--- config.mk ---
export PLATFORM = sky130hd
export DESIGN_NAME = mem_port_arbiter
export DESIGN_NICKNAME = d
export VERILOG_FILES = /design/src/rtl/mem_port_arbiter.sv
export SDC_FILE = /design/constraint.sdc
export NUM_CORES = 1
export LEC_CHECK = 0
export BUFFER_PORTS_ARGS = -buffer_cell sky130_fd_sc_hd__buf_2
export CAP_MARGIN = 20
export CORE_AREA = 4 4 107 109
export DETAILED_ROUTE_END_ITERATION = 10
export DIE_AREA = 0 0 111 113
export GPL_TIMING_DRIVEN = 0
export SETUP_SLACK_MARGIN = 0.2
export SLEW_MARGIN = 20
export SYNTH_ARGS = -nofsm -noshare
export SYNTH_HDL_FRONTEND = slang
export SYNTH_SLANG_ARGS = --single-unit
--- constraint.sdc ---
create_clock -name clock -period 1.8 [get_ports clock]
set_input_delay 0.09 -clock clock [delete_from_list [all_inputs] [get_ports clock]]
set_output_delay 0.09 -clock clock [all_outputs]
set_load 0.01 [all_outputs]
--- src/rtl/mem_port_arbiter.sv ---
// mem_port_arbiter
//
// Shares one single-port unified memory between the instruction-fetch
// stage (IF) and the load/store path of the memory stage (LS). Only one
// transaction is in flight at a time. LS normally wins, but IF is
// guaranteed a slot once LS has been granted STARVE_MAX times in a row
// while IF was waiting. Read data is steered back to whichever stage
// issued the read.
//
// Ports
//   clock, reset            : single clock, synchronous active-high reset
//   if_req / if_addr        : fetch read request (held until granted)
//   if_gnt                  : fetch request accepted this cycle
//   if_rvalid / if_rdata    : fetch read response
//   ls_req / ls_we / ls_be  : load/store request, store flag, byte enables
//   ls_addr / ls_wdata      : load/store address and store data
//   ls_gnt                  : load/store request accepted this cycle
//   ls_rvalid / ls_rdata    : load response
//   mem_req .. mem_wdata    : request channel towards the memory
//   mem_gnt                 : memory accepts the current request
//   mem_rvalid / mem_rdata  : read response from the memory
//   busy                    : a read is outstanding
//   resp_err                : sticky, a response arrived with no read outstanding

module mem_port_arbiter #(
   parameter int STARVE_MAX = 4,
   parameter int AW         = 32,
   parameter int DW         = 32
) (
   input  logic              clock,
   input  logic              reset,

   input  logic              if_req,
   input  logic [AW-1:0]     if_addr,
   output logic              if_gnt,
   output logic              if_rvalid,
   output logic [DW-1:0]     if_rdata,

   input  logic              ls_req,
   input  logic              ls_we,
   input  logic [DW/8-1:0]   ls_be,
   input  logic [AW-1:0]     ls_addr,
   input  logic [DW-1:0]     ls_wdata,
   output logic              ls_gnt,
   output logic              ls_rvalid,
   output logic [DW-1:0]     ls_rdata,

   output logic              mem_req,
   output logic              mem_we,
   output logic [DW/8-1:0]   mem_be,
   output logic [AW-1:0]     mem_addr,
   output logic [DW-1:0]     mem_wdata,
   input  logic              mem_gnt,
   input  logic              mem_rvalid,
   input  logic [DW-1:0]     mem_rdata,

   output logic              busy,
   output logic              resp_err
);

   localparam int BW = DW / 8;
   localparam int CW = $clog2(STARVE_MAX + 1);
   localparam logic [CW-1:0] STARVE_LIM = CW'(STARVE_MAX);

   typedef enum logic [1:0] {
      IDLE    = 2'd0,
      WAIT_IF = 2'd1,
      WAIT_LS = 2'd2
   } state_t;

   state_t          state_q, state_d;
   logic [CW-1:0]   starve_cnt_q, starve_cnt_d;
   logic            resp_err_q, resp_err_d;

   logic            sel_if;
   logic            sel_ls;

   // Requester selection. Only an idle port may start a new transaction.
   // LS wins a tie unless IF has already been passed over STARVE_MAX
   // times, in which case IF takes this slot.
   always_comb begin
      sel_if = 1'b0;
      sel_ls = 1'b0;
      if (state_q == IDLE) begin
         if (if_req && (!ls_req || (starve_cnt_q == STARVE_LIM))) begin
            sel_if = 1'b1;
         end else if (ls_req) begin
            sel_ls = 1'b1;
         end
      end
   end

   // Memory request channel. A fetch is always a full-word read, so the
   // write-side fields are fixed for IF. With nothing selected every field
   // is held at zero so the bus stays quiet.
   always_comb begin
      mem_req   = 1'b0;
      mem_we    = 1'b0;
      mem_be    = '0;
      mem_addr  = '0;
      mem_wdata = '0;
      if (sel_if) begin
         mem_req   = 1'b1;
         mem_we    = 1'b0;
         mem_be    = {BW{1'b1}};
         mem_addr  = if_addr;
         mem_wdata = '0;
      end else if (sel_ls) begin
         mem_req   = 1'b1;
         mem_we    = ls_we;
         mem_be    = ls_be;
         mem_addr  = ls_addr;
         mem_wdata = ls_wdata;
      end
   end

   // Grants and response steering. The grant is the memory's accept
   // qualified by the selection; the response goes only to the stage that
   // owns the outstanding read, and read data is zeroed when not valid.
   always_comb begin
      if_gnt    = sel_if & mem_gnt;
      ls_gnt    = sel_ls & mem_gnt;
      if_rvalid = (state_q == WAIT_IF) & mem_rvalid;
      ls_rvalid = (state_q == WAIT_LS) & mem_rvalid;
      if_rdata  = if_rvalid ? mem_rdata : '0;
      ls_rdata  = ls_rvalid ? mem_rdata : '0;
   end

   // Next-state logic. A store is fire-and-forget, so only reads leave
   // IDLE; a response always returns the port to IDLE, which gives the
   // one-cycle bubble between a read response and the next request.
   always_comb begin
      state_d = state_q;
      unique case (state_q)
         IDLE: begin
            if (if_gnt) begin
               state_d = WAIT_IF;
            end else if (ls_gnt && !ls_we) begin
               state_d = WAIT_LS;
            end
         end
         WAIT_IF, WAIT_LS: begin
            if (mem_rvalid) begin
               state_d = IDLE;
            end
         end
         default: state_d = IDLE;
      endcase
   end

   // Starvation counter: counts LS acceptances that happened while IF was
   // waiting. Any cycle without a fetch request, or an IF acceptance,
   // starts the count over. It saturates so it can never wrap back below
   // the limit.
   always_comb begin
      starve_cnt_d = starve_cnt_q;
      if (!if_req || if_gnt) begin
         starve_cnt_d = '0;
      end else if (ls_gnt && (starve_cnt_q != STARVE_LIM)) begin
         starve_cnt_d = starve_cnt_q + CW'(1);
      end
   end

   // A response with no read outstanding means the memory and this block
   // disagree (for example after a reset mid-read). It is dropped and
   // remembered until the next reset.
   always_comb begin
      resp_err_d = resp_err_q | ((state_q == IDLE) & mem_rvalid);
   end

   // State registers with synchronous reset.
   always_ff @(posedge clock) begin
      if (reset) begin
         state_q      <= IDLE;
         starve_cnt_q <= '0;
         resp_err_q   <= 1'b0;
      end else begin
         state_q      <= state_d;
         starve_cnt_q <= starve_cnt_d;
         resp_err_q   <= resp_err_d;
      end
   end

   assign busy     = (state_q != IDLE);
   assign resp_err = resp_err_q;

endmodule

=== Word level (Yosys, flattened, before mapping) ===
Index checks and enable logic that the tools add are counted.

* Register bits after elaboration: 6
* Input port bits: 139
* Output and inout bits: 140
* Word-level logic and storage cells: 50

* $add $sub $neg: 1
* Equality and inequality tests: 6
* Multiplexer cells: 21
* Bitwise gates (word level): 6
* Reduce and logical (&&, ||, !) cells: 13

{| class="wikitable"
|+ Operator list
! cell !! count
|-
| 32-bit two-way mux || 6
|-
| 1-bit two-way mux || 9
|-
| 4-bit two-way mux || 2
|-
| 2-bit two-way mux || 3
|-
| 1-bit AND || 5
|-
| 2-bit case mux with 2 select lines || 1
|-
| 2-bit OR reduction || 2
|-
| 3-bit by 1-bit adder with 3-bit output (second input constant) || 1
|-
| 3-bit equality test (second input constant) || 1
|-
| 1-bit logical AND || 3
|-
| 1-bit logical NOT || 3
|-
| 3-bit by 2-bit != test with 1-bit output (second input constant) || 1
|-
| 3-bit != test (second input constant) || 1
|-
| 2-bit by 1-bit equality test with 1-bit output (second input constant) || 1
|-
| 2-bit equality test (second input constant) || 1
|-
| 2-bit logical NOT || 1
|-
| 1-bit logical OR || 2
|-
| 2-bit != test (second input constant) || 1
|-
| 2-bit AND reduction || 1
|-
| 2-bit nonzero test || 1
|-
| 1-bit OR || 1
|}

=== Longest topological paths before layout ===
Gate-level depths: netlist of the first run.

* Depth in word-level cells: 10
* Depth in mapped cells: 7
* Mapped depth without buffers: 5

=== Worst setup path before layout of the first run ===
No wires, ideal clock.

* Path kind: register to output
* From: register starve_cnt_q[0]
* To: output port mem_addr[0]
* Data arrival time: 1.405 ns
* Data required time: 1.710 ns
* Setup slack: 0.305 ns
* Stages on the path, launching flop included: 8
* Buffers on the path: 2
* Cell sequence: dfxtp_1 -> inv_1 -> ha_1 -> and2_4 -> a21oi_4 -> buf_6 -> buf_6 -> a22o_1

* Word-level cells in the longest chain between the ends: 7
* Elaborated cells on any way between the ends: 9
* Classes of those cells: eq/ne: 1; mux: 6; reduce/logical: 2

{| class="wikitable"
|+ Ends and longest elaborated chain
! what !! RTL line !! text
|-
| start: declaration || 72 || <nowiki>logic [CW-1:0] starve_cnt_q, starve_cnt_d;</nowiki>
|-
| start signal: assignment || 179 || <nowiki>starve_cnt_q <= starve_cnt_d;</nowiki>
|-
| 3-bit equality test (*) || 85 || <nowiki>if (if_req && (!ls_req || (starve_cnt_q == STARVE_LIM))) begin</nowiki>
|-
| 1-bit logical OR (*) || 85 ||
|-
| 1-bit logical AND (*) || 85 ||
|-
| 1-bit two-way mux || 85 ||
|-
| 1-bit two-way mux || 84 || <nowiki>if (state_q == IDLE) begin</nowiki>
|-
| 32-bit two-way mux || 108 || <nowiki>end else if (sel_ls) begin</nowiki>
|-
| 32-bit two-way mux (*) || 102 || <nowiki>if (sel_if) begin</nowiki>
|-
| end: declaration || 51 || <nowiki>output logic [AW-1:0] mem_addr,</nowiki>
|}

Mark *: on every way between the ends. The rest lies on a longest branch, timed or not.

=== Worst setup path after layout of the first run ===
* From: register starve_cnt_q[0]
* To: output port mem_addr[25]

Same word-level chain as after synthesis.

==> results by stage, run 1 <==
CTS:
- The maximum number of buffers from clock root to sink is 2.
- The root buffer cell chosen for the clock tree is sky130_fd_sc_hd__clkbuf_8.
- After clock tree synthesis, the clock-pin slew on the worst setup and hold paths is around 0.030 ns.
- In this run, CTS created clock tree buffers numbering 3.
- The number of H-tree levels is 1.
- The TritonCTS clock tree is yes.
- The number of sinks driven by the clock tree is 6.
- Clock latency on the worst-skew pair, taken at its later pin, is about 0.22 ns.

Routing:
- Dividing the detail-routed via count by the number of cells gives around 4.4.
- The highest metal layer carrying signal wires in the routed design is met4.
- The total via count after detailed routing is about 2900.
- Summed over all layers, the routed wires come to ~9.8 mm.
- The violation count after the first detailed-routing iteration is about 130.
- For this run, the detailed router's first-pass iteration total came to 4.
- The routed design uses roughly 5.3 mm of met2 wire.
- After detailed routing, the wire length on met1 is around 3.7 mm.
- In the detailed route, the total length drawn on met3 is approximately 690 um.
- The routed wire length per instance is between 15 and 20 um.
- The DRC violation count after routing is 0.
- The remaining antenna violation count is 0.

Floorplanning:
- The die span in y is between 100 and 150 um.
- The total area inside the core boundary comes to ~0.011 mm^2.
- The starting utilization of the core area is 0.144.
- The number of cell rows is 38.
- The area enclosed by the die boundary is between 0.01 and 0.015 mm^2.
- During I/O placement, the number of pins put on the boundary was approximately 280.
- The overall die width is between 100 and 150 um.

Critical path:
- For the worst setup path, the data arrival time is about 1.7 ns.
- Along the worst path, the maximum fanout reaches 10.
- The type of origin of the critical path is a flop.
- The cell repeated most along the worst path is sky130_fd_sc_hd__buf_6.
- The critical path in this run is classified as flop to primary output.
- At the worst endpoint, the required time is 1.71 ns.
- The number of buffers and inverters on the critical path is 4.
- For this design, the slowest cell found on the critical path is sky130_fd_sc_hd__dfxtp_2.
- The type of destination of the critical path is a primary output.
- On the critical path the largest part of the delay comes from buffers and inverters.
- The critical path goes through inv_2, ha_4, and2_4, a21oi_4, buf_8, buf_6, a22o_1, buf_6.
- On the worst path, the slowest cell contributes a delay of approximately 0.32 ns.

Pwr:
- The share of total power consumed by net switching is 0.389.
- The share of total power dissipated in the clock network is 0.163.
- The analysis attributes to net switching a power of between 400 and 500 uW.
- The worst ir drop on vdd is between 0.0002 and 0.00025 V.
- The reported leakage power is around 2.3 nW.
- The combinational group share of total power is 0.721.
- For this design the ratio of total power to cell area is roughly 350 mW/mm^2.
- Of the total power, registers draw 0.116.
- Cell internal power was estimated by the tool at approximately 750 uW.

GRT:
- The wire length of the first global-routing pass is about 15 mm.
- The via count of the first global-routing pass is slightly below 3000.
- The total congestion overflow after global routing is 0.
- The initial antenna violation count is 0.
- Entering global routing, the biggest net connects 11 pins.
- For this run, the total global-route usage over all layers was measured as 0.142.

Synth:
- The post-synthesis cell type count is 31.
- The synthesized design spends more area on one cell type than any other, namely sky130_fd_sc_hd__and3_1.
- Yosys printed 0 warnings.
- The sequential-to-total area share from yosys stat is 0.0786.
- After technology mapping, the gate count stands at ~210.
- Of the post-synthesis cell area, the dominant cell type holds 0.266.
- The synthesized area per cell is roughly 7.2 um^2.
- In the post-synthesis netlist, the biggest area contributors are sky130_fd_sc_hd__and3_1, sky130_fd_sc_hd__a22o_1, sky130_fd_sc_hd__and2_1, sky130_fd_sc_hd__dfxtp_1, sky130_fd_sc_hd__buf_6.
- The area of the mapped netlist is 0.00153 mm^2.
- The post-synthesis register bit count is 6.
- The net count after synthesis is between 300 and 400.

Finish:
- The finished layout holds ~650 standard cells, fillers aside.
- The top cell types in the final layout, fill and taps aside, are sky130_fd_sc_hd__buf_2, sky130_fd_sc_hd__and3_1, sky130_fd_sc_hd__a22o_1, sky130_fd_sc_hd__and2_1, sky130_fd_sc_hd__buf_6.
- The library cell used most frequently in the layout, excluding fill and tap cells, is sky130_fd_sc_hd__buf_2.
- After filler insertion, the fill cell instance count of the layout stands at ~1100.
- The repair_antennas step left the layout with diodes totalling 0.
- In the final layout, the share of cells above drive strength 1 is 0.670.
- The number of nets in the layout is roughly 660.
- From synthesis to final layout, the design area changed by 128%.
- The register cell area after layout is approximately 120 um^2.
- Summing all multi-input logic gate instances after layout gives 0.00132 mm^2.

STA:
- The number of max-slew violations in the final report is 0.
- The final worst clock skew is about 0.001 ns.
- The headroom to the max-slew limit is 0.752.
- Setup repair after global routing could not meet its margin everywhere.
- The final critical delay including setup and external delays is 1.79 ns.
- The maximum operating frequency is ~560 MHz.
- The tightest hold path in the finished design has a slack of a little under 0.09 ns.
- In the finished design, the share of the clock period the worst path needs comes to 0.993.
- The setup-violating endpoint count in the final report is 0.
- The final hold violation count is 0.
- For the pin with the worst max-slew slack, the measured transition is around 0.37 ns.

Place:
- The number of I/O port buffers is approximately 280.
- Detailed placement finished with a half-perimeter wire length of 8.03 mm.
- After detailed placement, the design holds a cell count of 629.
- The global placement routability congestion is just under 0.9.

Flow run:
- The tool flagged a number of max-cap violations equal to 0.

Worst hold path:
- The worst hold path belongs to the class input port to flop.

Outcome:
- The run finished with clean final reports.
[per-stage QoR]
| step | power, mW | worst slack (ns) | utilization | TNS (ns) | area, um^2 |
|---|---|---|---|---|---|
| after floorplan | 0.520 | 0.305 | - | 0 | 1530 |
| after global placement | 0.897 | 0.00412 | 0.291 | 0 | 3090 |
| after detailed placement | 0.904 | -0.0131 | 0.291 | -0.0161 | 3090 |
| after CTS | 1.22 | -0.0121 | 0.323 | -0.0185 | 3430 |
| after global routing | 1.32 | -0.0887 | 0.329 | -2.37 | 3490 |
| final | 1.23 | 0.0117 | 0.329 | 0 | 3490 |
[cell usage after synthesis]
cell type	n
sky130_fd_sc_hd__and3_1	65
sky130_fd_sc_hd__and2_1	36
sky130_fd_sc_hd__a22o_1	32
sky130_fd_sc_hd__clkbuf_1	16
sky130_fd_sc_hd__buf_6	7
sky130_fd_sc_hd__dfxtp_1	6
sky130_fd_sc_hd__inv_1	6
sky130_fd_sc_hd__ha_1	5
sky130_fd_sc_hd__a21oi_1	4
sky130_fd_sc_hd__a31o_2	4
sky130_fd_sc_hd__nand2_1	4
sky130_fd_sc_hd__nand3_1	4
sky130_fd_sc_hd__o21ai_0	3
sky130_fd_sc_hd__nor2_1	2
sky130_fd_sc_hd__nor2b_1	2
sky130_fd_sc_hd__a211o_1	1
sky130_fd_sc_hd__a21boi_4	1
sky130_fd_sc_hd__a21oi_4	1
sky130_fd_sc_hd__and2_4	1
sky130_fd_sc_hd__and4b_1	1
sky130_fd_sc_hd__buf_2	1
sky130_fd_sc_hd__buf_4	1
sky130_fd_sc_hd__nand3b_1	1
sky130_fd_sc_hd__nor2_4	1
sky130_fd_sc_hd__nor3_1	1
sky130_fd_sc_hd__nor4_1	1
sky130_fd_sc_hd__o2111a_1	1
sky130_fd_sc_hd__o211a_1	1
sky130_fd_sc_hd__o211ai_1	1
sky130_fd_sc_hd__o21a_1	1
sky130_fd_sc_hd__or2_2	1
[metal layers]
layer	vias to the layer above	global-route usage
met5	-	0
met4	0	0.0213
met3	11	0.0251
met2	135	0.278
met1	1338	0.162
li1	1376	-
[power by group through the flow]
stage / clock network, mW / registers, mW / logic (mW)
after CTS: 0.209 / 0.143 / 0.866
after global placement: 0 / 0.144 / 0.753
after detailed placement: 0 / 0.145 / 0.759
final: 0.201 / 0.143 / 0.887
after floorplan: 0 / 0.145 / 0.375
after global routing: 0.214 / 0.144 / 0.965
[area by class of cell]
class	count	share of cell area
Buffer	25	0.0520
Clock buffer	3	0.0118
Inverter	6	0.00646
Multi-Input combinational cell	175	0.378
Sequential cell	6	0.0355
Tap cell	140	0.0502
Timing Repair Buffer	294	0.466
[final timing paths]
path | start | endpoint | slack, ns | cells after the start
setup / recovery | starve_cnt_q[0] | mem_addr[25] | 0.01 | 8
hold / removal | reset | resp_err | 0.09 | 2
setup reg to reg | starve_cnt_q[0] | state_q[0] | 0.23 | 8
hold reg to reg | resp_err | resp_err | 0.47 | 2
[sequential cells by signal, indices dropped and copies added, names as in the netlist]
| register | cells |
|---|---|
| resp_err | 1 |
| state_q | 2 |
| starve_cnt_q | 3 |
[kinds of logic (layout without fill, tap and decap cells)]
kind of cell / Yosys count / after routing / share of synthesized area
DFF: 6 / 6 / 0.0786
buffers and inverters: 31 / 328 / 0.114
and+or+nand+nor: 120 / 120 / 0.485
adders and majority gates: 5 / 5 / 0.0409
AOI/OAI and AO/OA: 50 / 50 / 0.282
[what timing repair did]
action / in CTS / in global routing
setup endpoints to repair: 115 / 127
pin swaps: 8 / 7
cloned: 2 / 0
gates resized for setup: 44 / 24
buffers inserted: 13 / 2
hold buffers: 0 / 0
Power figures use the tool's default switching activity.
==> run 2: changes to the inputs <==
Settings changed: SETUP_SLACK_MARGIN 0.2 to unset.
==> run 2 against run 1 <==
Compared with the run above: the run now ends with negative setup slack left; combinational power shrank 4.1%; clock power about the same; sequential power about the same; hold slack hardly changed; sequential cell count unchanged; critical endpoint is now mem_addr[11].
==> results by stage, run 2 (synthesis gave the netlist of run 1 again) <==
STA:
- The pin slew with the least headroom to its limit is 0.368 ns (was 0.371 ns).
- The final worst-path cycle share is 1.00 (was 0.993).
- The number of max-slew violations in the final report was 0 (unchanged).
- The headroom to the max-slew limit is 0.755 (was 0.752).
- The final worst-path setup slack is -0.00585 ns (was 0.0117 ns).
- The final worst clock skew is 0.00114 ns (was 0.00100 ns).
- The final critical delay including setup and external delays is 1.81 ns (was 1.79 ns).
- The maximum operating frequency is 554 MHz (was 559 MHz).
- RSZ-0062 raised after global routing: yes (unchanged).
- The final hold violation count is 0 (unchanged).
- The setup-violating endpoint count in the final report is 1 (was 0).

Finish:
- The number of non-filler instances in the completed layout is 647 (was 649).
- The most common library cell in the layout ignoring fill and taps is sky130_fd_sc_hd__buf_2 (unchanged).
- The number of flip-flops under the largest register name is 3 (unchanged).
- The top register by number of flip-flops is starve_cnt_q (unchanged).
- Commonest non-fill, non-tap cells in the layout: sky130_fd_sc_hd__buf_2, sky130_fd_sc_hd__and3_1, sky130_fd_sc_hd__and2_1 (was sky130_fd_sc_hd__buf_2, sky130_fd_sc_hd__and3_1, sky130_fd_sc_hd__a22o_1, sky130_fd_sc_hd__and2_1, sky130_fd_sc_hd__buf_6).
- The proportion of layout cells with a drive suffix above 1 is 0.649 (was 0.670).
- The number of nets in the layout is 653 (was 655).
- The area added between synthesis and finish is 122% (was 128%).
- The antenna diode count is 0 (unchanged).

Floorplanning:
- The area enclosed by the die boundary was 0.0125 mm^2 (unchanged).
- The die span in y is 113 um (unchanged).
- The core area is 0.0106 mm^2 (unchanged).
- The starting utilization of the core area is 0.144 (unchanged).
- The number of top-level pins is 279 (unchanged).
- The overall die width is 111 um (unchanged).
- The number of cell rows is 38 (unchanged).

Place:
- The half-perimeter wire length of the detailed placement result is 8.03 mm (unchanged).
- The global placement routability congestion is 0.891 (unchanged).
- The number of I/O port buffers is 277 (unchanged).
- The number of placed instances with taps included was 629 (unchanged).

GRT:
- The total congestion overflow after global routing is 0 (unchanged).
- The initial antenna violation count is 0 (unchanged).
- The total track usage is 0.137 (was 0.142).
- The via count of the first global-routing pass is 2849 (was 2915).
- The maximum number of pins on one net before global-route repair is 11 (unchanged).
- The wire length of the first global-routing pass is 14.4 mm (was 14.8 mm).

Routing:
- The DRC violation count after routing was 0 (unchanged).
- The routed wire length per instance is 14.8 um (was 15.1 um).
- The remaining antenna violation count is 0 (unchanged).
- The via-per-instance ratio came to 4.37 (was 4.41).
- The wire length after detailed routing is 9.58 mm (was 9.80 mm).
- The violation count after the first detailed-routing iteration is 124 (was 133).
- The number of iterations in the first detailed-routing pass is 4 (unchanged).
- The total via count after detailed routing was 2828 (was 2860).

CTS:
- The library cell used as clock root buffer was sky130_fd_sc_hd__clkbuf_8 (unchanged).
- The later-pin clock latency in the skew report is 0.22 ns (about the same).
- The TritonCTS clock tree is yes (unchanged).
- The clock transition at the register clock pins on the worst setup and hold paths after CTS is 0.03 ns (about the same).
- The maximum number of buffers from clock root to sink came to 2 (unchanged).
- The number of sinks driven by the clock tree is 6 (unchanged).
- The clock buffer count from CTS was 3 (unchanged).
- The number of H-tree levels was 1 (unchanged).

Critical path:
- The delay of the slowest cell on the worst path is 0.32 ns (about the same).
- Ordered list of cells on the worst path: inv_2, ha_4, and2_4, a21oi_4, buf_12, buf_8, a22o_1, buf_2 (was inv_2, ha_4, and2_4, a21oi_4, buf_8, buf_6, a22o_1, buf_6).
- The arrival time of data at the critical path endpoint came to 1.72 ns (was 1.70 ns).
- The endpoint required time on the critical path came to 1.71 ns (about the same).
- The standard cell with the maximum stage delay on the critical path was sky130_fd_sc_hd__dfxtp_2 (unchanged).
- The classification of the worst setup path was flop to primary output (unchanged).
- The largest driver fanout on the critical path was 8 (was 10).
- The type of destination of the critical path is a primary output (unchanged).
- The type of origin of the critical path was a flop (unchanged).

Pwr:
- The cell area power density was 352 mW/mm^2 (was 353 mW/mm^2).
- The post-route total power is 1.19 mW (was 1.23 mW).
- The reported leakage power is 2.31 nW (was 2.35 nW).
- The worst ir drop on vdd came to 0.000194 V (was 0.000217 V).

Outcome:
- Run status: complete, but fails checks (was finished, final reports clean).
- The final reports fail on negative setup slack.

Flow run:
- The reported max-cap violation count is 0 (unchanged).

Worst hold path:
- The class of the tightest hold or removal check is input port to flop (unchanged).
run 2: worst paths after layout:
| path | start | endpoint | slack [ns] | cells after the start |
|---|---|---|---|---|
| hold / removal | reset | resp_err | 0.09 | 2 |
| setup / recovery | starve_cnt_q[0] | mem_addr[11] | -0.006 | 8 |
| hold reg to reg | resp_err | resp_err | 0.47 | 2 |
| setup reg to reg | state_q[1] | starve_cnt_q[2] | 0.35 | 6 |
run 2: layer usage:
metal  GRT usage  up-vias  part of all wire
met1       0.157     1329              0.39
met2       0.271      125              0.54
met3      0.0251        5             0.071
li1            -     1369                 -
met4      0.0172        0            0.0040
met5           0        -                 0
run 2: report_power, final:
part / internal (mW) / switching [mW]
Clock: 0.144 / 0.0572
Combinational: 0.445 / 0.406
Sequential: 0.140 / 0.00333
run 2: per-stage QoR:
step	setup slack, ns	util	area, um^2	setup TNS (ns)	hold slack, ns
after floorplan	0.305	-	1530	0	0.162
after global placement	0.00412	0.291	3090	0	0.311
after detailed placement	-0.0131	0.291	3090	-0.0161	0.321
after CTS	-0.0300	0.310	3280	-0.182	0.0886
after global routing	-0.103	0.321	3400	-2.64	0.104
final	-0.00585	0.321	3400	-0.00585	0.0889
run 2: final cells by class:
cell class,count,area [um^2]
fillers,1135,7200
repair buffers,292,1590
multi-input cells,175,1270
plain buffers,25,178
well taps,140,175
flip-flops and latches,6,123
clock buffers,3,41.3
inverters,6,22.5
run 2: worst max-delay path, delay by kind of cell (launching register included):
family	cells	cell delay, ns
compound gates	2	0.35
fa+ha+maj	1	0.17
buf+inv	4	0.48
flops	1	0.32
simple gates	1	0.16
run 2: timing repair:
| item | 4_1_cts | 5_1_grt |
|---|---|---|
| pin swaps | 4 | 6 |
| gates cloned | 1 | 1 |
| setup endpoints to repair | 71 | 84 |
| resized for setup | 16 | 28 |
| endpoints found under the hold margin | 0 | 0 |
| buffers inserted | 10 | 3 |
| hold buffers | 0 | 0 |
